### src/rtl/mem_port_arbiter.sv
// Single-port RAM arbiter between instruction fetch and load/store stages.
// MEM has priority; a bounded starve counter guarantees fetch progress.
module mem_port_arbiter #(
    parameter int ADDR_W     = 8,
    parameter int DATA_W     = 16,
    parameter int STARVE_MAX = 4
) (
    input  logic              CLK,
    input  logic              rst,
    input  logic              halt,
    input  logic              if_req,
    input  logic [ADDR_W-1:0] if_addr,
    output logic              if_stall,
    output logic              if_valid,
    output logic [DATA_W-1:0] if_rdata,
    input  logic              mem_req,
    input  logic              mem_we,
    input  logic [ADDR_W-1:0] mem_addr,
    input  logic [DATA_W-1:0] mem_wdata,
    output logic              mem_stall,
    output logic              mem_valid,
    output logic [DATA_W-1:0] mem_rdata,
    output logic              ram_en,
    output logic              ram_we,
    output logic [ADDR_W-1:0] ram_addr,
    output logic [DATA_W-1:0] ram_wdata,
    input  logic [DATA_W-1:0] ram_rdata
);

    localparam int SC_W = $clog2(STARVE_MAX + 1);
    localparam logic [SC_W-1:0] SC_MAX = SC_W'(STARVE_MAX);

    typedef enum logic [1:0] {
        OWN_NONE,
        OWN_IF,
        OWN_MEM_RD,
        OWN_MEM_WR
    } owner_t;

    owner_t          owner, owner_next;
    logic [SC_W-1:0] sc, sc_next;
    logic            if_eff;
    logic            grant_if;
    logic            grant_mem;

    always_ff @(posedge CLK) begin
        if (rst) begin
            owner <= OWN_NONE;
            sc    <= '0;
        end else begin
            owner <= owner_next;
            sc    <= sc_next;
        end
    end

    always_comb begin
        if_eff     = if_req & ~halt;
        grant_if   = if_eff & (~mem_req | (sc == SC_MAX));
        grant_mem  = mem_req & ~grant_if;

        ram_en     = 1'b0;
        ram_we     = 1'b0;
        ram_addr   = '0;
        ram_wdata  = '0;
        owner_next = OWN_NONE;

        if (grant_if) begin
            ram_en     = 1'b1;
            ram_addr   = if_addr;
            owner_next = OWN_IF;
        end else if (grant_mem) begin
            ram_en     = 1'b1;
            ram_we     = mem_we;
            ram_addr   = mem_addr;
            ram_wdata  = mem_wdata;
            owner_next = mem_we ? OWN_MEM_WR : OWN_MEM_RD;
        end

        if_stall  = if_req & ~grant_if;
        mem_stall = mem_req & ~grant_mem;

        // Only a denied fetch can count, and it wins at SC_MAX, so sc saturates there.
        sc_next = '0;
        if (if_eff && !grant_if)
            sc_next = sc + SC_W'(1);
    end

    always_comb begin
        if_valid  = (owner == OWN_IF);
        if_rdata  = (owner == OWN_IF) ? ram_rdata : '0;
        mem_valid = (owner == OWN_MEM_RD) || (owner == OWN_MEM_WR);
        mem_rdata = (owner == OWN_MEM_RD) ? ram_rdata : '0;
    end

endmodule

### config.mk
export PLATFORM = sky130hd
export DESIGN_NAME = mem_port_arbiter
export DESIGN_NICKNAME = d
export VERILOG_FILES = /design/src/rtl/mem_port_arbiter.sv
export SDC_FILE = /design/constraint.sdc
export NUM_CORES = 1
export LEC_CHECK = 0
export ABC_AREA = 1
export BUFFER_PORTS_ARGS = -buffer_cell sky130_fd_sc_hd__buf_2
export CAP_MARGIN = 10
export CELL_PAD_IN_SITES_DETAIL_PLACEMENT = 1
export CELL_PAD_IN_SITES_GLOBAL_PLACEMENT = 2
export CORE_UTILIZATION = 10
export CTS_BUF_LIST = sky130_fd_sc_hd__clkbuf_16
export DETAILED_ROUTE_END_ITERATION = 16
export GPL_TIMING_DRIVEN = 1
export PLACE_DENSITY_LB_ADDON = 0.1
export SKIP_CTS_REPAIR_TIMING = 1
export SLEW_MARGIN = 20
export SYNTH_ARGS = -nofsm -noshare
export SYNTH_HDL_FRONTEND = slang
export SYNTH_SLANG_ARGS = --single-unit
### constraint.sdc
create_clock -name CLK -period 1.9 [get_ports CLK]
set_input_delay 0.475 -clock CLK [delete_from_list [all_inputs] [get_ports CLK]]
set_output_delay 0.475 -clock CLK [all_outputs]
set_load 0.01 [all_outputs]
==> impl_metrics.json <==
{
  "status": "finished clean",
  "drv_slew": 0,
  "path_delay_family": "simple AND/OR/NAND/NOR gates",
  "synth-seq-cells": 5,
  "crit_path_max_fanout": 5,
  "cts_sinks": 5,
  "root_buffer": "clkbuf_16",
  "ys_seq_area_frac": 0.1441,
  "drc": 0,
  "wl_per_cell_um": 9.428,
  "detail_route.vias_per_cell": 3.580,
  "start_kind": "register",
  "post-route-min-period_ns": 1.866,
  "slowest_delay_ns": 0.33,
  "required_ns": 1.42,
  "routed_wl_um": 3281,
  "synthCells": 147,
  "crit_chain": "inv_2 -> ha_4 -> nand2_4 -> nand2_4 -> nand2_8 -> clkinvlp_4 -> nand2_1 -> nand2_1 -> buf_2",
  "tightestPinTransition_ns": 0.2606,
  "yosysWarnings": 0,
  "dr.pass1.iters": 4,
  "finalSetupViolCount": 0,
  "p_leak_nw": 1.081,
  "ys.flop_type": "dfxtp_1",
  "dp_cells": 341,
  "grt_usage": 0.08154,
  "synth_most_common_cell": "nor2_1",
  "final_area_mm2": 0.001546,
  "synthDistinctLibCells": 16,
  "ys_top_cells_by_count": "nor2_1, inv_1, nand2_1",
  "swShare": 0.3000,
  "cp.buffers_inverters": 3,
  "area_growth_pct": 122.7,
  "cp_slowest_cell": "dfxtp_2",
  "start_util": 0.1028,
  "gr-usage-met1": 0.09228,
  "use_met2": 0.1503,
  "rsz0062_at_grt": "true",
  "fmax_ghz": 0.5359,
  "p_int_w": 0.0004996,
  "placed_area_mm2": 0.001370,
  "fin_crit_sh": 0.9822,
  "min_path_type": "input pin to register",
  "path_clk_slew_ns": 0.04,
  "grt_overflow": 0,
  "worstSkewPairLatency_ns": 0.23,
  "gp_congestion": 0.6285,
  "htree_num_levels": 1,
  "maxSlewHeadroom": 0.8261,
  "grt_pass1_wl_um": 4830,
  "synth-async-reset-ratio": 0,
  "instances_no_fill": 348,
  "worstSetupEndpointType": "output pin",
  "die_x_um": 85.33,
  "finalNetCount": 325,
  "cts_buffer_depth": 2,
  "core_mm2": 0.006756,
  "maxCapViolations": 0,
  "dieHeight_um": 85.33,
  "hpwlAfterDp_um": 2670,
  "netlist.area_leader.share": 0.3081,
  "synthTopCellsByArea": "nor2_1, inv_1, dfxtp_1",
  "numCtsBuffers": 3,
  "ir_worst_vdd_mv": 0.2079,
  "synth_top_area_cell": "nor2_1",
  "port_buffers": 115,
  "netlist_area_um2": 694.4,
  "fp.dieArea_mm2": 0.007281,
  "pwr_density_cell_mw_per_mm2": 461.5,
  "cts_tree": "yes",
  "diodes": 0,
  "ant_nets": 0,
  "pwr-share-comb": 0.362,
  "skew_ns": 0.004525,
  "total_power_w": 0.0007137,
  "num_rows": 30,
  "final_core_util": 0.2289,
  "synth_edf_count": 0,
  "crit_arrival_ns": 1.39,
  "hold_viol": 0,
  "critPathKind": "register to output pin",
  "vias": 1246,
  "drt_iter0_markers": 10,
  "power.switching_w": 0.0002141,
  "busiest_layer": "met2",
  "grt_pass1_vias": 1116,
  "grt_antenna_before_repair": 0,
  "grt_use_met3": 0.01556,
  "synthesis.nets": 203,
  "seqPwrFrac": 0.155,
  "clkPwrFrac": 0.483,
  "io-pin-count": 116,
  "layout-drive-gt1-share": 0.5299,
  "grt_max_degree": 19,
  "syn_avg_cell_area_um2": 4.724
}
==> placed cells by master, fill, tap and decap left out, types with 3 or more instances in the layout <==
cell         n
buf_4        6
nand2_1     14
dfxtp_1      3
clkbuf_16    3
inv_1       41
nand2_4      3
buf_2      114
nand3_1      8
nor2_1      56
nand2_2      4
==> cell families after synthesis <==
group	share of synthesized area
flops	0.1441
xor+xnor	0.01261
simple gates	0.5009
fa+ha+maj	0.03603
buf+inv	0.2865
compound gates	0.01982
==> power by group through the flow <==
stage	logic (W)	registers [W]	clock network, W
after floorplan	0.000118	0.000111	0
after global placement	0.000250	0.000112	0
after detailed placement	0.000248	0.000112	0
after CTS	0.000249	0.000110	0.000349
after global routing	0.000290	0.000110	0.000355
final	0.000259	0.000110	0.000345
==> sequential cells by signal (all words and copies together), names as in the netlist <==
register  cells
sc            3
owner         2
==> final cells by class <==
type	instances	area [µm²]
clock buffer	3	75.07
clock inverter	1	3.754
fill	909	5210
inverter	43	165.2
multi-input combinational	93	454.2
sequential	5	102.6
tap	80	100.1
timing repair buffer	122	638.1
timing repair inverter	1	7.507
==> layer usage <==
layer	vias to the layer above	routed length [µm]	share of wire
met5	-	0	0
met4	0	32	0.0098
met3	2	311	0.095
met2	77	1617	0.49
met1	519	1320	0.40
li1	648	-	-
==> per-stage QoR <==
step           TNS [ns]  hold slack, ns  worst slack, ns
2_1_floorplan         0          0.4173           0.2629
5_1_grt         -0.4094          0.4611         -0.05075
3_3_place_gp    -0.2280          0.4332         -0.01946
4_1_cts          -4.662          0.4500          -0.2063
3_5_place_dp          0          0.4506         0.003376
6_report              0          0.4502          0.03381
==> final timing paths <==
check | slack [ns] | cells after the start | endpoint | start
worst max-delay path | 0.03 | 9 | ram_addr[1] | sc[0]
worst min-delay path | 0.45 | 2 | owner[1] | rst
worst max register to register | 0.80 | 9 | owner[0] | sc[0]
worst min register to register | 0.51 | 2 | sc[0] | sc[0]
Note: power is estimated with default switching activity, not from simulation.
